`config.mk`:
```
export PLATFORM = sky130hd
export DESIGN_NAME = sd_dac_mc
export DESIGN_NICKNAME = d
export VERILOG_FILES = /design/src/rtl/sd_dac_mc.sv
export SDC_FILE = /design/constraint.sdc
export NUM_CORES = 1
export LEC_CHECK = 0
export BUFFER_PORTS_ARGS = -buffer_cell sky130_fd_sc_hd__buf_2
export CELL_PAD_IN_SITES_DETAIL_PLACEMENT = 0
export CELL_PAD_IN_SITES_GLOBAL_PLACEMENT = 1
export CORE_ASPECT_RATIO = 1.4
export CORE_MARGIN = 8
export CORE_UTILIZATION = 52
export CTS_BUF_LIST = sky130_fd_sc_hd__clkbuf_4
export CTS_CLUSTER_SIZE = 20
export DETAILED_ROUTE_END_ITERATION = 10
export PLACE_DENSITY_LB_ADDON = 0.1
export SLEW_MARGIN = 15
export SYNTH_ARGS = -nofsm -noshare
export SYNTH_HDL_FRONTEND = slang
export SYNTH_SLANG_ARGS = --single-unit
```
`constraint.sdc`:
```
create_clock -name clk -period 14.4 [get_ports clk]
set_input_delay 1.44 -clock clk [delete_from_list [all_inputs] [get_ports clk]]
set_output_delay 1.44 -clock clk [all_outputs]
set_load 0.02 [all_outputs]
```
`src/rtl/sd_dac_mc.sv`:
```
// Multi-channel sigma-delta PDM DAC: a one-deep holding buffer feeds per-channel
// 1st/2nd-order modulators that pick up a new sample once per OSR-clock frame.

// Per-channel modulator. There is no shared state, so channels stay independent.
module sd_dac_lane #(
  parameter int WIDTH = 16
) (
  input  logic             clk,
  input  logic             reset,
  input  logic             enable,
  input  logic             mode,
  input  logic             clear,
  input  logic [WIDTH-1:0] x,
  output logic             pdm_p,
  output logic             pdm_n
);
  localparam int IW = WIDTH + 4;  // integrator width
  localparam int EW = IW + 2;     // headroom for one add/sub step before saturation
  localparam logic signed [EW-1:0] HI  = {3'b000, {(IW-1){1'b1}}};
  localparam logic signed [EW-1:0] LO  = {3'b111, {(IW-1){1'b0}}};
  localparam logic signed [EW-1:0] FBP = {{(EW-WIDTH){1'b0}}, 1'b1, {(WIDTH-1){1'b0}}};

  logic [WIDTH-1:0]        acc;
  logic [WIDTH:0]          sum;
  logic signed [IW-1:0]    i1, i2, i1n, i2n;
  logic signed [EW-1:0]    xs, fb, t1, t2;

  function automatic logic signed [IW-1:0] sat(input logic signed [EW-1:0] v);
    if (v > HI)      return HI[IW-1:0];
    else if (v < LO) return LO[IW-1:0];
    else             return v[IW-1:0];
  endfunction

  // Next-state arithmetic for both loop orders.
  always_comb begin
    sum = {1'b0, acc} + {1'b0, x ^ {1'b1, {(WIDTH-1){1'b0}}}};
    xs  = EW'($signed(x));
    fb  = pdm_p ? FBP : -FBP;
    t1  = EW'(i1) + xs - fb;
    i1n = sat(t1);
    t2  = EW'(i2) + EW'(i1n) - fb;
    i2n = sat(t2);
  end

  // Loop state and registered complementary outputs; a mode change restarts from zero.
  always_ff @(posedge clk or negedge reset) begin
    if (!reset) begin
      acc   <= '0;
      i1    <= '0;
      i2    <= '0;
      pdm_p <= 1'b0;
      pdm_n <= 1'b1;
    end else if (enable) begin
      if (clear) begin
        acc   <= '0;
        i1    <= '0;
        i2    <= '0;
        pdm_p <= 1'b0;
        pdm_n <= 1'b1;
      end else if (mode) begin
        i1    <= i1n;
        i2    <= i2n;
        pdm_p <= ~i2n[IW-1];
        pdm_n <= i2n[IW-1];
      end else begin
        acc   <= sum[WIDTH-1:0];
        pdm_p <= sum[WIDTH];
        pdm_n <= ~sum[WIDTH];
      end
    end
  end
endmodule

module sd_dac_mc #(
  parameter int WIDTH    = 16,
  parameter int CHANNELS = 2,
  parameter int OSR      = 64
) (
  input  logic                      clk,
  input  logic                      reset,
  input  logic                      enable,
  input  logic                      order2,
  input  logic [WIDTH*CHANNELS-1:0] in_data,
  input  logic                      in_valid,
  output logic                      in_ready,
  input  logic                      clr_underrun,
  output logic [CHANNELS-1:0]       output_pdm_p,
  output logic [CHANNELS-1:0]       output_pdm_n,
  output logic                      underrun
);
  localparam int CW = (OSR > 1) ? $clog2(OSR) : 1;

  logic [CW-1:0]                    cnt;
  logic                             boundary, hs, load, mode_q, mode_chg, full, rdy;
  logic [CHANNELS-1:0][WIDTH-1:0]   hold_q, act_q, x_sel;

  assign in_ready = rdy;
  assign hs       = in_valid & rdy;
  assign boundary = enable && (cnt == CW'(OSR - 1));
  assign load     = boundary & full;
  assign mode_chg = boundary & (order2 != mode_q);
  // On the loading boundary the modulators already see the new sample, so the
  // first PDM bit for it appears right after the boundary edge.
  assign x_sel    = load ? hold_q : act_q;

  // Frame counter, frozen while disabled.
  always_ff @(posedge clk or negedge reset) begin
    if (!reset)      cnt <= '0;
    else if (enable) cnt <= boundary ? '0 : cnt + 1'b1;
  end

  // Holding buffer; ready is registered so it stays low throughout reset.
  always_ff @(posedge clk or negedge reset) begin
    if (!reset) begin
      hold_q <= '0;
      full   <= 1'b0;
      rdy    <= 1'b0;
    end else if (hs) begin
      hold_q <= in_data;
      full   <= 1'b1;
      rdy    <= 1'b0;
    end else if (load) begin
      full   <= 1'b0;
      rdy    <= 1'b1;
    end else begin
      rdy    <= ~full;
    end
  end

  // Active samples and loop mode, updated only at frame boundaries.
  always_ff @(posedge clk or negedge reset) begin
    if (!reset) begin
      act_q  <= '0;
      mode_q <= 1'b0;
    end else if (boundary) begin
      mode_q <= order2;
      if (full) act_q <= hold_q;
    end
  end

  // Sticky underrun flag; a new underrun beats a simultaneous clear.
  always_ff @(posedge clk or negedge reset) begin
    if (!reset)                 underrun <= 1'b0;
    else if (boundary && !full) underrun <= 1'b1;
    else if (clr_underrun)      underrun <= 1'b0;
  end

  for (genvar k = 0; k < CHANNELS; k++) begin : g_lane
    sd_dac_lane #(.WIDTH(WIDTH)) u_lane (
      .clk    (clk),
      .reset  (reset),
      .enable (enable),
      .mode   (mode_q),
      .clear  (mode_chg),
      .x      (x_sel[k]),
      .pdm_p  (output_pdm_p[k]),
      .pdm_n  (output_pdm_n[k])
    );
  end
endmodule

```
* Yosys cells after proc, flatten, opt, wreduce, memory -nomap -nowiden
Index checks and enable logic that the tools add are counted.
** Operators by class
- Bitwise logic cells :: 10
- Reduce and logical (&&, ||, !) cells :: 9
- Magnitude comparators :: 8
- Equality and inequality tests :: 3
- Multiplexer cells :: 38
- $add $sub $neg :: 11
** Operators by type and width (number)
- 2-to-1 mux 20 bit :: 16
- > comparator 22 x 20 -> 1 bit (second input constant) :: 4
- less-than comparator 22 x 20 -> 1 bit (second input constant) :: 4
- subtractor 22 bit :: 4
- 2-to-1 mux 16 bit :: 4
- 2-to-1 mux 22 bit :: 2
- adder 20 x 16 -> 21 bit :: 2
- adder 20 x 20 -> 21 bit :: 2
- adder 16 x 16 -> 17 bit :: 2
- 2-to-1 mux 32 bit :: 1
- 2-to-1 mux 1 bit :: 14
- inverter 1 bit :: 7
- adder 6 x 1 -> 6 bit (second input constant) :: 1
- equality test 6 bit (second input constant) :: 1
- 2-to-1 mux 6 bit :: 1
- AND reduction 2 bit :: 3
- nonzero test 2 bit :: 3
- bitwise AND 1 bit :: 3
- logical AND 1 bit :: 2
- != test 2 x 1 -> 1 bit (second input constant) :: 1
- zero test 1 bit :: 1
- != test 1 bit :: 1
** Storage, ports and cells
- Output and inout port bits :: 6
- Flip-flop bits (word level) :: 190
- Word-level logic and storage cells :: 98
- Input bits :: 38

* Depth between registers and ports, before layout
- Word-level depth :: 17
- Mapped depth :: 49
- Mapped depth without buffers :: 45

* Hierarchy
Synthesis repeated with hierarchy kept, for this count alone.
** Second synthesis, totals
- Cell total of the unflattened synthesis :: 1626
- Area total of the unflattened synthesis :: 15419.8 µm²
** By module, submodules not included
- sd_dac_lane (g_lane[0].u_lane) :: area each 6289.8 µm², cells each 737, seq. area each 1452.6 µm², times used 1
- sd_dac_lane (g_lane[1].u_lane) :: area each 5899.4 µm², cells each 680, seq. area each 1452.6 µm², times used 1
- sd_dac_mc :: area each 3230.6 µm², cells each 209, seq. area each 1851.8 µm², times used 1

* Worst setup path after synthesis
Ideal clock, no wire load.
- Kind :: input to register
- Start point :: in enable
- End point :: reg g_lane[0].u_lane.pdm_p
- Arrival :: 10.992 ns
- Path buffers :: 3
- Slack :: 3.263 ns
- Library setup time :: 0.145 ns
- Data required time :: 14.255 ns
- Cell stages on the path :: 45
- Cell sequence :: and3_1 -> and4_1 -> clkbuf_1 -> nand2_1 -> clkbuf_1 -> mux2_2 -> ha_1 -> fa_1 -> a21oi_1 -> o21ai_0 -> a211oi_1 -> o31ai_1 -> a2111oi_0 -> nor3_1 -> nor3_1 -> xnor2_1 -> fa_1 -> a21o_1 -> [9 not listed] -> fa_1 -> a21o_1 -> a21oi_1 -> nor2b_1 -> o21a_1 -> o22ai_1 -> o311ai_0 -> a31o_2 -> a21oi_1 -> xnor2_1 -> fa_1 -> a21o_1 -> a21o_1 -> and2_1 -> o31a_1 -> and2_1 -> o41ai_1 -> o21ai_0
** On the way
- Longest elaborated chain between the ends :: 16
- Elaborated cells on any way between the ends :: 21
- Those cells by class :: 5 x add/sub; 4 x order compare; 7 x mux; 4 x bitwise; 1 x reduce/logical
** Ends and longest elaborated chain
- from (decl) :: line 81 : input logic enable,
- logical AND 1 bit :: line 99 : assign boundary = enable && (cnt == CW'(OSR - 1));
- bitwise AND 1 bit :: line 100 : assign load = boundary & full;
- 2-to-1 mux 32 bit :: line 104 : assign x_sel = load ? hold_q : act_q;
- adder 20 x 16 -> 21 bit :: line 39 : t1 = EW'(i1) + xs - fb;
- subtractor 22 bit :: line 39
- less-than comparator 22 x 20 -> 1 bit :: line 30 : else if (v < LO) return LO[IW-1:0];
- 2-to-1 mux 20 bit :: line 30
- 2-to-1 mux 20 bit :: line 29 : if (v > HI) return HI[IW-1:0];
- adder 20 x 20 -> 21 bit :: line 41 : t2 = EW'(i2) + EW'(i1n) - fb;
- subtractor 22 bit :: line 41
- less-than comparator 22 x 20 -> 1 bit :: line 30
- 2-to-1 mux 20 bit :: line 30
- 2-to-1 mux 20 bit :: line 29
- inverter 1 bit :: line 63 : pdm_p <= ~i2n[IW-1];
- 2-to-1 mux 1 bit :: line 60 : end else if (mode) begin
- 2-to-1 mux 1 bit :: line 54 : if (clear) begin
- to (signal assigned) :: line 63
- to (signal assigned) :: line 67 : pdm_p <= sum[WIDTH];
- to (decl) :: line 14 : output logic pdm_p,
Several ways; a longest one is shown, not always the timed one.
A chain may end at the register's enable or synchronous reset.

* Final worst setup path
Same ends and word-level chain as after synthesis.

==> flow_summary.ini <==
[drt]
via_count = 10900
postRouteAntennaNets = 0
dr.pass1.iters = 5
drtIter0Drc = 427
routed_wl_mm = 33.1
drc_errors = 0
vias_per_cell = 6.05
wl_per_cell_um = 18.3

[yosys]
synth.area.top_cells = dfrtp_1 34%, ha_1 12%, mux2_2 7.9%, xnor2_1 3.8%, nand2_1 3.5%
synth.distinct_cells = 80
syn-num-nets = 1623
yosys_warnings = 0
async_flop_share = 1.00
syn_area_sq_mm = 0.0140
synthFlopType = dfrtp_1
yosysSeqAreaShare = 0.340
yosys.area.top_type = dfrtp_1
syn_inst = 1442
yosysTopAreaCellShare = 0.336
syn_avg_cell_area_sq_um = 9.70
synth_edf_count = 0
synth-seq-cells = 190

[worst_setup_path]
rr_startpoint = cnt[0]
crit_slowest_cell = a2111oi_0
critPathKind = in -> reg
arrival_ns = 12.93
r2r_slack_ns = 2.44
start_kind = input pin
endpoint_kind = flop
reg2reg_to = g_lane[0].u_lane.pdm_p
cp_max_fo = 36
max_stage_delay_ns = 0.68
required_ns = 14.88
rr_worst_depth = 43
cpMostUsedCell = a21o_1

[sta]
min_period_ns = 12.45
tns_ns = 0
whs_ns = 0.509
fmax_mhz = 80.3
fin_skew_ns = 0.0321
slew_headroom = 0.343
finalHoldViolCount = 0
worst_slew_pin_slew_ns = 0.986
grt_setup_unrepaired = no
fin_crit_sh = 0.865
finalMaxSlewViolations = 0
finalSetupViolCount = 0

[clock_tree]
clk_latency_ns = 0.62
cts_inserted_buffers = 17
cts.repair.resized = 0
path_clk_slew_ns = 0.18
cts_tree = built
holdBufCountCts = 0
max-clock-path-buffers = 2
post_cts_buffers = 0
htreeDepth = 4
clkSinkCount = 190
cts-root-buf = clkbuf_4

[die]
die_h_um = 210
dieArea_sq_mm = 0.0325
coreArea_sq_mm = 0.0267
io_pins = 44
die_w_um = 155
std_cell_rows = 71
initial_utilization = 0.525

[grt]
antenna_found_initial = 1
grt_max_degree = 81
grt_pass1_wl_mm = 54.8
grt_pass1_vias = 10900
track_usage = 0.207
overflow = 0

[power]
power_density_mw_per_mm2 = 207
vdd_ir_drop_max_mv = 0.129
p_total_mw = 3.06
p_leak_nw = 7.46

[final_layout]
nNetsFinal = 1645
seq_area_sq_mm = 0.00476
fillers = 2459
multi_input_area_sq_mm = 0.00879
fin_cells = 1806
drive_above_1_share = 0.146
area_growth_pct = 5.63

[placed_design]
hpwl_mm = 24.6
dp.cells = 1773
io_buffers = 43
globalplace.congestion = 0.875

[hold_path]
worstHoldPathType = reg -> reg
hold_start = g_lane[0].u_lane.acc[11]
hold-path-endpoint = g_lane[0].u_lane.acc[11]
holdPathStages = 2

[job]
cap_viol_max_count = 0

[outcome]
run_status = completed
==> worst max-delay path, delay by kind of cell <==
kind,cells,cell delay [ns]
AOI/OAI and AO/OA,22,5.40
and+or+nand+nor,11,2.85
adders and majority gates,6,2.22
muxes,1,0.49
xor gates and xnor gates,2,0.30
buffers and inverters,1,0.22
==> Yosys cell counts, types with 19 or more instances <==
library cell,number
dfrtp_1,188
a21oi_1,85
o311ai_0,21
inv_1,60
nand2_1,130
xnor2_1,61
ha_1,133
xor2_1,31
a21o_1,64
nand2b_1,19
mux2_2,98
nand3_1,26
nor2_1,59
nor3_1,25
clkbuf_1,37
o21ai_0,89
a221o_1,39
==> cells in the final DEF, fill, tap and decap left out, types with 21 or more instances in the layout <==
cell,Yosys,layout
xor2_1,31,31
ha_1,133,133
a21oi_1,85,85
nor2_1,59,59
dfrtp_1,188,188
inv_1,60,60
nand3_1,26,26
o311ai_0,21,21
mux2_2,98,98
xnor2_1,61,61
nor3_1,25,25
nand2_1,130,129
a221o_1,39,39
buf_2,5,42
o21ai_0,89,89
a21o_1,64,64
==> metrics by stage <==
step	setup WS [ns]	utilization	instance area, sq um
after floorplan	3.26	-	14000
after global placement	1.80	0.544	14500
after detailed placement	1.34	0.544	14500
after CTS	2.03	0.555	14800
after global routing	0.767	0.555	14800
final	1.95	0.555	14800
==> state kept, by name (all words and copies together), names as in the netlist, 2 cells and up <==
register	count
hold_q	32
g_lane.u_lane.i1	40
act_q	32
g_lane.u_lane.acc	32
cnt	6
g_lane.u_lane.pdm_p	2
g_lane.u_lane.pdm_n	2
g_lane.u_lane.i2	40
==> power breakdown <==
part	internal [mW]	leakage (nW)	switching, mW
Combinational	0.865	4.77	1.13
Sequential	0.661	2.54	0.100
Clock	0.0783	0.151	0.219
Total	1.60	7.46	1.45
==> how the worst max path moves through the flow <==
stage	start	endpoint	slack, ns	cells after the start
after global routing	enable	g_lane[0].u_lane.pdm_p	0.77	43
final	enable	g_lane[0].u_lane.pdm_p	1.95	43
after global placement	enable	g_lane[0].u_lane.pdm_p	1.80	43
after floorplan	enable	g_lane[0].u_lane.pdm_p	3.26	45
after CTS	enable	g_lane[0].u_lane.pdm_p	2.03	43
after detailed placement	enable	g_lane[0].u_lane.pdm_p	1.34	43
==> cells by family (layout without fill, tap and decap cells) <==
| group | after synthesis | after routing | synth area share |
|---|---|---|---|
| buffers and inverters | 113 | 148 | 0.0332 |
| AND/OR/NAND/NOR | 338 | 338 | 0.116 |
| AO/OA/AOI/OAI | 466 | 466 | 0.240 |
| other | 0 | 1 | 0 |
| multiplexers | 100 | 100 | 0.0803 |
| flip-flops | 190 | 190 | 0.340 |
| XOR/XNOR | 92 | 92 | 0.0576 |
| adder cells (fa/ha/maj) | 143 | 143 | 0.133 |
==> area by class of cell <==
class / instances / area share
diodes: 1 / 0.000169
clock buffers: 17 / 0.00863
clock inverters: 15 / 0.00999
inverters: 60 / 0.0152
multi-input cells: 1139 / 0.595
flip-flops and latches: 190 / 0.322
well taps: 328 / 0.0278
repair buffers: 56 / 0.0218
==> layer usage <==
layer / GRT usage / vias up / wire, um
met5: 0 / - / 0
met3: 0.0258 / 43 / 689
met1: 0.242 / 5290 / 14000
met4: 0.0766 / 0 / 927
li1: - / 5451 / -
met2: 0.379 / 145 / 17500
(Power assumes the default switching activity.)
